`src/rtl/ram_arb_pkg.sv`:
```
// ============================================================================
// ram_arb_pkg : shared types and helpers for the RAM port-B arbiter.
// Revision    : 1.0
// ============================================================================
`default_nettype none

package ram_arb_pkg;

    localparam int RAM_DATA_WIDTH     = 32;
    localparam int RAM_BE_WIDTH       = RAM_DATA_WIDTH / 8;
    localparam int RAM_ADDR_MAX_WIDTH = 32;

    // Address is carried at the widest supported size and narrowed at the RAM port.
    typedef struct packed {
        logic [RAM_ADDR_MAX_WIDTH-1:0] addr;
        logic                          we;
        logic [RAM_BE_WIDTH-1:0]       be;
        logic [RAM_DATA_WIDTH-1:0]     wdata;
    } ram_req_t;

    function automatic int ram_arb_idx_width(input int num_req);
        return (num_req > 1) ? $clog2(num_req) : 1;
    endfunction

endpackage

`default_nettype wire

```
`src/rtl/ram_arb_picker.sv`:
```
// ============================================================================
// ram_arb_picker : one-hot grant and winner index for the RAM port arbiter.
// Round-robin when RAM_ARB_ROUND_ROBIN_EN is defined, else fixed lowest-index.
// Revision       : 1.0
// ============================================================================
`default_nettype none

module ram_arb_picker
    import ram_arb_pkg::*;
#(
    parameter int NUM_REQ = 2,
    parameter int IDX_W   = ram_arb_idx_width(NUM_REQ)
) (
`ifdef RAM_ARB_ROUND_ROBIN_EN
    input  logic               clk_i,
`endif
    input  logic               rst_i,
    input  logic [NUM_REQ-1:0] req_i,
    output logic [NUM_REQ-1:0] gnt_o,
    output logic [IDX_W-1:0]   idx_o,
    output logic               valid_o
);

    logic [NUM_REQ-1:0] w_req;
    logic [NUM_REQ-1:0] w_gnt;
    logic [IDX_W-1:0]   w_prio;
    logic [IDX_W-1:0]   w_idx;
    logic [IDX_W:0]     w_cand;
    logic               w_found;

    // Nothing may be granted while reset is held.
    assign w_req = rst_i ? '0 : req_i;

`ifdef RAM_ARB_ROUND_ROBIN_EN
    logic [IDX_W-1:0] r_prio;
    logic [IDX_W-1:0] w_prio_nxt;

    assign w_prio_nxt = (w_idx == IDX_W'(NUM_REQ - 1)) ? '0 : (w_idx + IDX_W'(1));

    always_ff @(posedge clk_i or posedge rst_i) begin
        if (rst_i) begin
            r_prio <= '0;
        end else if (w_found) begin
            r_prio <= w_prio_nxt;
        end
    end

    assign w_prio = r_prio;
`else
    assign w_prio = '0;
`endif

    // Scan from the priority pointer upward, wrapping at NUM_REQ.
    always_comb begin
        w_gnt   = '0;
        w_idx   = '0;
        w_found = 1'b0;
        w_cand  = '0;
        for (int i = 0; i < NUM_REQ; i++) begin
            w_cand = {1'b0, w_prio} + (IDX_W + 1)'(i);
            if (w_cand >= (IDX_W + 1)'(NUM_REQ)) begin
                w_cand = w_cand - (IDX_W + 1)'(NUM_REQ);
            end
            if (!w_found && w_req[w_cand[IDX_W-1:0]]) begin
                w_found = 1'b1;
                w_idx   = w_cand[IDX_W-1:0];
            end
        end
        if (w_found) begin
            w_gnt[w_idx] = 1'b1;
        end
    end

    assign gnt_o   = w_gnt;
    assign idx_o   = w_idx;
    assign valid_o = w_found;

endmodule

`default_nettype wire

```
`src/rtl/ram_port_arbiter.sv`:
```
// ============================================================================
// ram_port_arbiter : shares RAM port B between OBI-style requesters with a
// one-cycle response path. Option macro: RAM_ARB_ROUND_ROBIN_EN.
// Revision         : 1.0
// ============================================================================
`default_nettype none

module ram_port_arbiter
    import ram_arb_pkg::*;
#(
    parameter int ADDR_WIDTH = 8,
    parameter int NUM_REQ    = 2
) (
    input  logic                                      clk_i,
    input  logic                                      rst_i,
    input  logic [NUM_REQ-1:0]                        req_i,
    input  logic [NUM_REQ-1:0][ADDR_WIDTH-1:0]        addr_i,
    input  logic [NUM_REQ-1:0]                        we_i,
    input  logic [NUM_REQ-1:0][RAM_BE_WIDTH-1:0]      be_i,
    input  logic [NUM_REQ-1:0][RAM_DATA_WIDTH-1:0]    wdata_i,
    output logic [NUM_REQ-1:0]                        gnt_o,
    output logic [NUM_REQ-1:0]                        rvalid_o,
    output logic [RAM_DATA_WIDTH-1:0]                 rdata_o,
    output logic                                      ram_en_o,
    output logic [ADDR_WIDTH-1:0]                     ram_addr_o,
    output logic [RAM_DATA_WIDTH-1:0]                 ram_wdata_o,
    output logic                                      ram_we_o,
    output logic [RAM_BE_WIDTH-1:0]                   ram_be_o,
    input  logic [RAM_DATA_WIDTH-1:0]                 ram_rdata_i
);

    localparam int c_IDX_W = ram_arb_idx_width(NUM_REQ);

    logic [NUM_REQ-1:0] w_gnt;
    logic [c_IDX_W-1:0] w_win_idx;
    logic               w_win_valid;
    ram_req_t           w_sel;
    logic [NUM_REQ-1:0] w_rvalid;

    logic               r_resp_valid;
    logic [c_IDX_W-1:0] r_resp_id;
    logic               r_resp_we;

    ram_arb_picker #(
        .NUM_REQ (NUM_REQ),
        .IDX_W   (c_IDX_W)
    ) u_picker (
`ifdef RAM_ARB_ROUND_ROBIN_EN
        .clk_i   (clk_i),
`endif
        .rst_i   (rst_i),
        .req_i   (req_i),
        .gnt_o   (w_gnt),
        .idx_o   (w_win_idx),
        .valid_o (w_win_valid)
    );

    // Idle port presents all-zero controls.
    always_comb begin
        w_sel = '0;
        if (w_win_valid) begin
            w_sel.addr  = RAM_ADDR_MAX_WIDTH'(addr_i[w_win_idx]);
            w_sel.we    = we_i[w_win_idx];
            w_sel.be    = be_i[w_win_idx];
            w_sel.wdata = wdata_i[w_win_idx];
        end
    end

    assign gnt_o       = w_gnt;
    assign ram_en_o    = w_win_valid;
    assign ram_addr_o  = w_sel.addr[ADDR_WIDTH-1:0];
    assign ram_we_o    = w_sel.we;
    assign ram_be_o    = w_sel.be;
    assign ram_wdata_o = w_sel.wdata;

    always_ff @(posedge clk_i or posedge rst_i) begin
        if (rst_i) begin
            r_resp_valid <= 1'b0;
            r_resp_id    <= '0;
            r_resp_we    <= 1'b0;
        end else begin
            r_resp_valid <= w_win_valid;
            if (w_win_valid) begin
                r_resp_id <= w_win_idx;
                r_resp_we <= w_sel.we;
            end
        end
    end

    always_comb begin
        w_rvalid = '0;
        if (r_resp_valid) begin
            w_rvalid[r_resp_id] = 1'b1;
        end
    end

    assign rvalid_o = w_rvalid;
    // Write responses carry no data.
    assign rdata_o  = (r_resp_valid && !r_resp_we) ? ram_rdata_i : '0;

endmodule

`default_nettype wire

```
`config.mk`:
```
export PLATFORM = sky130hd
export DESIGN_NAME = ram_port_arbiter
export DESIGN_NICKNAME = d
export VERILOG_FILES = /design/src/rtl/ram_arb_pkg.sv /design/src/rtl/ram_arb_picker.sv /design/src/rtl/ram_port_arbiter.sv
export SDC_FILE = /design/constraint.sdc
export NUM_CORES = 1
export LEC_CHECK = 0
export CAP_MARGIN = 10
export CORE_UTILIZATION = 20
export DETAILED_ROUTE_END_ITERATION = 10
export PLACE_DENSITY = 0.78
export SYNTH_ARGS = -nofsm -noshare
export SYNTH_HDL_FRONTEND = slang
export SYNTH_SLANG_ARGS = --single-unit
```
`constraint.sdc`:
```
create_clock -name clk_i -period 1 [get_ports clk_i]
set_input_delay 0.2 -clock clk_i [delete_from_list [all_inputs] [get_ports clk_i]]
set_output_delay 0.2 -clock clk_i [all_outputs]
set_load 0.005 [all_outputs]
```
After elaboration in Yosys (flattened, before gate mapping)
Index checks and enable logic that the tools add are counted.
{ "word_totals": {"regBits": 3, "in_bits": 126, "output_inout_bits": 82, "word_cells": 33} }
{ "classes": {"magnitude_cmp": 4, "mux": 20, "reduce_logical": 6} }
{ "ops": {"columns": ["operator", "count"], "rows": [
  ["$mux 32", 3],
  ["$mux 45", 1],
  ["$mux 8", 2],
  ["$mux 4", 2],
  ["$mux 1", 7],
  ["$mux 2", 3],
  ["$logic_and 1x1->1", 4],
  ["$lt 1x2->1 const B", 2],
  ["$demux 1 s1", 2],
  ["$ge 1x1->1 const B", 2],
  ["$logic_not 1->1", 2]
]} }

Longest topological paths before layout
{ "depth": {"ltp_word": 10, "depth_mapped": 4, "mapped_depth_nobuf": 3} }

Cells and area by module
A second synthesis with hierarchy kept.
{ "hier_totals": {"hier_cells": 149, "hier_area_um2": 1213.7} }
{ "by_module_without_submodules": {"columns": ["mod", "n_inst", "cells_per_inst", "area_per_inst_um2", "seq_area_each_um2"], "rows": [
  ["ram_port_arbiter", 1, 145, 1179.9, 75.1],
  ["ram_arb_picker", 1, 4, 33.8, 0.0]
]} }

Least setup slack after synthesis
No wires, ideal clock.
{ "synth_timing": {"path_kind": "register -> output", "startpoint": "reg r_resp_we", "endpoint": "out rdata_o[0]", "arrival_ns": 0.850, "t_required_ns": 0.800, "path_slack_ns": -0.050, "stages_incl_launch_ff": 4, "path_buffers": 1, "cell_sequence": "dfrtp_1 -> nor2b_1 -> buf_2 -> and2_1"} }
{ "synth_between": {"elab_chain_len": 3} }
{ "synth_rtl": {"columns": ["element", "line", "rtl"], "rows": [
  ["from (decl)", "ram_port_arbiter.sv:42", "logic r_resp_we;"],
  ["from (signal assigned)", "ram_port_arbiter.sv:85", "r_resp_we <= w_sel.we;"],
  ["$logic_not 1->1", "ram_port_arbiter.sv:99", "assign rdata_o = (r_resp_valid && !r_resp_we) ? ram_rdata_i : '0;"],
  ["$logic_and 1x1->1", "ram_port_arbiter.sv:99", null],
  ["$mux 32", "ram_port_arbiter.sv:99", null],
  ["to (decl)", "ram_port_arbiter.sv:23", "output logic [RAM_DATA_WIDTH-1:0] rdata_o,"]
]} }
No other way between the ends.

Worst setup path in the final report
{ "layout_timing": {"startpoint": "reg r_resp_valid", "endpoint": "out rdata_o[5]"} }
{ "layout_between": {"elab_chain_len": 2} }
{ "layout_rtl": {"columns": ["element", "line", "rtl"], "rows": [
  ["from (decl)", "ram_port_arbiter.sv:40", "logic r_resp_valid;"],
  ["from (signal assigned)", "ram_port_arbiter.sv:82", "r_resp_valid <= w_win_valid;"],
  ["$logic_and 1x1->1", "ram_port_arbiter.sv:99", null],
  ["$mux 32", "ram_port_arbiter.sv:99", null]
]} }
No other way between the ends.

==> qor.csv <==
metric;value;unit
status;finished with violations;
violations;setup timing;
power_leakage;0.00204;µW
core_area;0.00599;mm²
grt_pass1_wl;12600;µm
min_period_over_period;1.48;
worstMarginPinSlew;0.178;ns
viasPerCell;4.85;
cts_buffer_depth;2;
ys_types;16;
cts_made_buffers;3;
ys_ff_latch;3;
synthCells;206;
start_util;0.210;
synth_xor_area_frac;0;
die-width;81.3;µm
required;0.80;ns
crit_slowest_cell;dfrtp_1;
antenna_found_initial;0;
cp_cell_sequence;nor2b_4 -> buf_6 -> buf_16 -> and2_1 -> buf_2;
die-area;0.00661;mm²
max_cap_viol_count;0;
dp_hpwl;5310;µm
die_h;81.3;µm
total_power;2260;µW
rsz0062_at_grt;yes;
hold_violations;0;
powerDensity;527;mW/mm²
area.growth.synth_to_final;240;%
drv_slew;0;
syn_avg_cell_area;6.11;µm²
layout_commonest_cell;clkdlybuf4s50_1;
gp_congestion;0.771;
fin_skew;0;ns
cts-root-buf;clkbuf_8;
synth-compound-area-share;0.200;
clkTransAtPathRegs;0.03;ns
dp_slack;-0.644;ns
dr_total_vias;2515;
drive_gt1_frac;0.532;
drt_iter0_markers;69;
ys_seq_area_frac;0.0596;
critPathTopFamily;flip-flops;
fin_crit;1.48;ns
htree_levels;1;
yosys-mux-area-fraction;0;
first_global_vias;2520;
num_rows;28;
slowest_delay;0.38;ns
synth_fp_nets;332;
gr-total-overflow;0;
fill_cells;462;
layout.nets;571;
clock.fmax;677;MHz
crit_fanout;8;
setup_viol;83;
yosysWarnings;0;
final_cell_mix;clkdlybuf4s50_1 (70), buf_2 (49), nand3b_1 (45), dlygate4sd2_1 (45), buf_6 (44);
max_slew_margin;0.881;
routed_wl;9400;µm
track_usage;0.257;
end_kind;output pin;
worst_slack;-0.477;ns
vdd_drop_max;0.371;mV
cp_data_arrival_time;1.28;ns
start_kind;register;
r2r_setup_slack;-0.04;ns
cp_num_buf_inv;3;
dr.pass1.iters;4;
worstSkewPairLatency;0.22;ns
grt_max_degree;22;
cts_tree;done;
cts_sinks;3;
hold_class;input pin to async pin;
synth_top_family_by_area;simple AND/OR/NAND/NOR gates;
port_buffers;207;
antenna_cells;0;
crit_type;register to output pin;
remaining_drc_errors;0;
ioPinCount;208;
yosys.area_share.simple;0.597;
synth_area;0.00126;mm²
antenna_left;0;
detail_route.wl_per_cell;18.1;µm
yosys.area_share.adder;0;
flip-flops by register name, indices dropped and copies added, names as in the netlist:
| signal | cells |
|---|---|
| r_resp_we | 1 |
| r_resp_valid | 1 |
| r_resp_id | 1 |
layer usage:
layer  vias up  share of wire  GRT usage
li1       1173              -          -
met1      1168           0.35      0.257
met2       147           0.53      0.493
met3        27          0.082     0.0427
met4         0          0.043      0.152
met5         -              0          0
final cells by class:
class                           instances  area (µm²)  share of cell area
Clock buffer                            4        45.0              0.0105
Inverter                                3        11.3             0.00263
Multi-Input combinational cell        177        1370               0.319
Sequential cell                         3        75.1              0.0175
Tap cell                               75        93.8              0.0219
Timing Repair Buffer                  257        2690               0.629
repair_timing:
item / 4_1_cts / 5_1_grt
resized for setup: 474 / 94
pin swaps: 84 / 32
endpoints found under the setup margin: 83 / 82
buffers inserted: 18 / 5
hold buffers: 0 / 0
gates cloned: 18 / 1
cells in the mapped netlist:
master | n | share of area
nor2b_1 | 2 | 0.0099
o21ba_1 | 1 | 0.0080
buf_2 | 9 | 0.036
buf_6 | 5 | 0.045
nand3b_1 | 45 | 0.27
nand2_1 | 45 | 0.13
inv_2 | 1 | 0.0030
inv_1 | 2 | 0.0060
a21oi_1 | 46 | 0.18
and2_1 | 33 | 0.16
nor2_1 | 1 | 0.0030
buf_4 | 9 | 0.054
o221a_2 | 1 | 0.0089
dfrtp_1 | 3 | 0.060
or4b_1 | 1 | 0.0080
nand2b_1 | 2 | 0.0099
metrics by stage:
stage	cell area [µm²]	TNS [ns]	util	hold WS [ns]	std cells
final	4280	-23.67	0.715	0.0730	519
after global routing	4280	-27.09	0.715	0.0833	519
after CTS	4030	-24.51	0.673	0.0660	521
after detailed placement	3440	-46.44	0.574	0.310	481
after global placement	3440	-45.15	0.574	0.308	481
after floorplan	1260	-0.360	-	0.266	206
worst register-to-register path: cells and delay by family (launching register included):
family,cells,cell delay (ns)
flops,1,0.40
buf+inv,2,0.27
compound gates,1,0.26
worst paths after layout:
| path | endpoint | cells past startpoint | from |
|---|---|---|---|
| min in group clk_i | r_resp_we | 3 | we_i[1] |
| max reg2reg | r_resp_we | 3 | r_resp_we |
| min | r_resp_valid | 3 | rst_i |
| max | rdata_o[5] | 5 | r_resp_valid |
| min reg2reg | r_resp_id | 3 | r_resp_id |
| max in group asynchronous | r_resp_we | 3 | rst_i |
power by group:
group	switching (µW)	internal [µW]	total (µW)
registers	10.8	135	146
clock network	89.0	273	362
logic	622	1130	1750
kinds of logic after synthesis:
| family | after synthesis |
|---|---|
| buffers and inverters | 26 |
| AOI/OAI and AO/OA | 48 |
| and+or+nand+nor | 129 |
| DFF | 3 |
(Power assumes the default switching activity.)
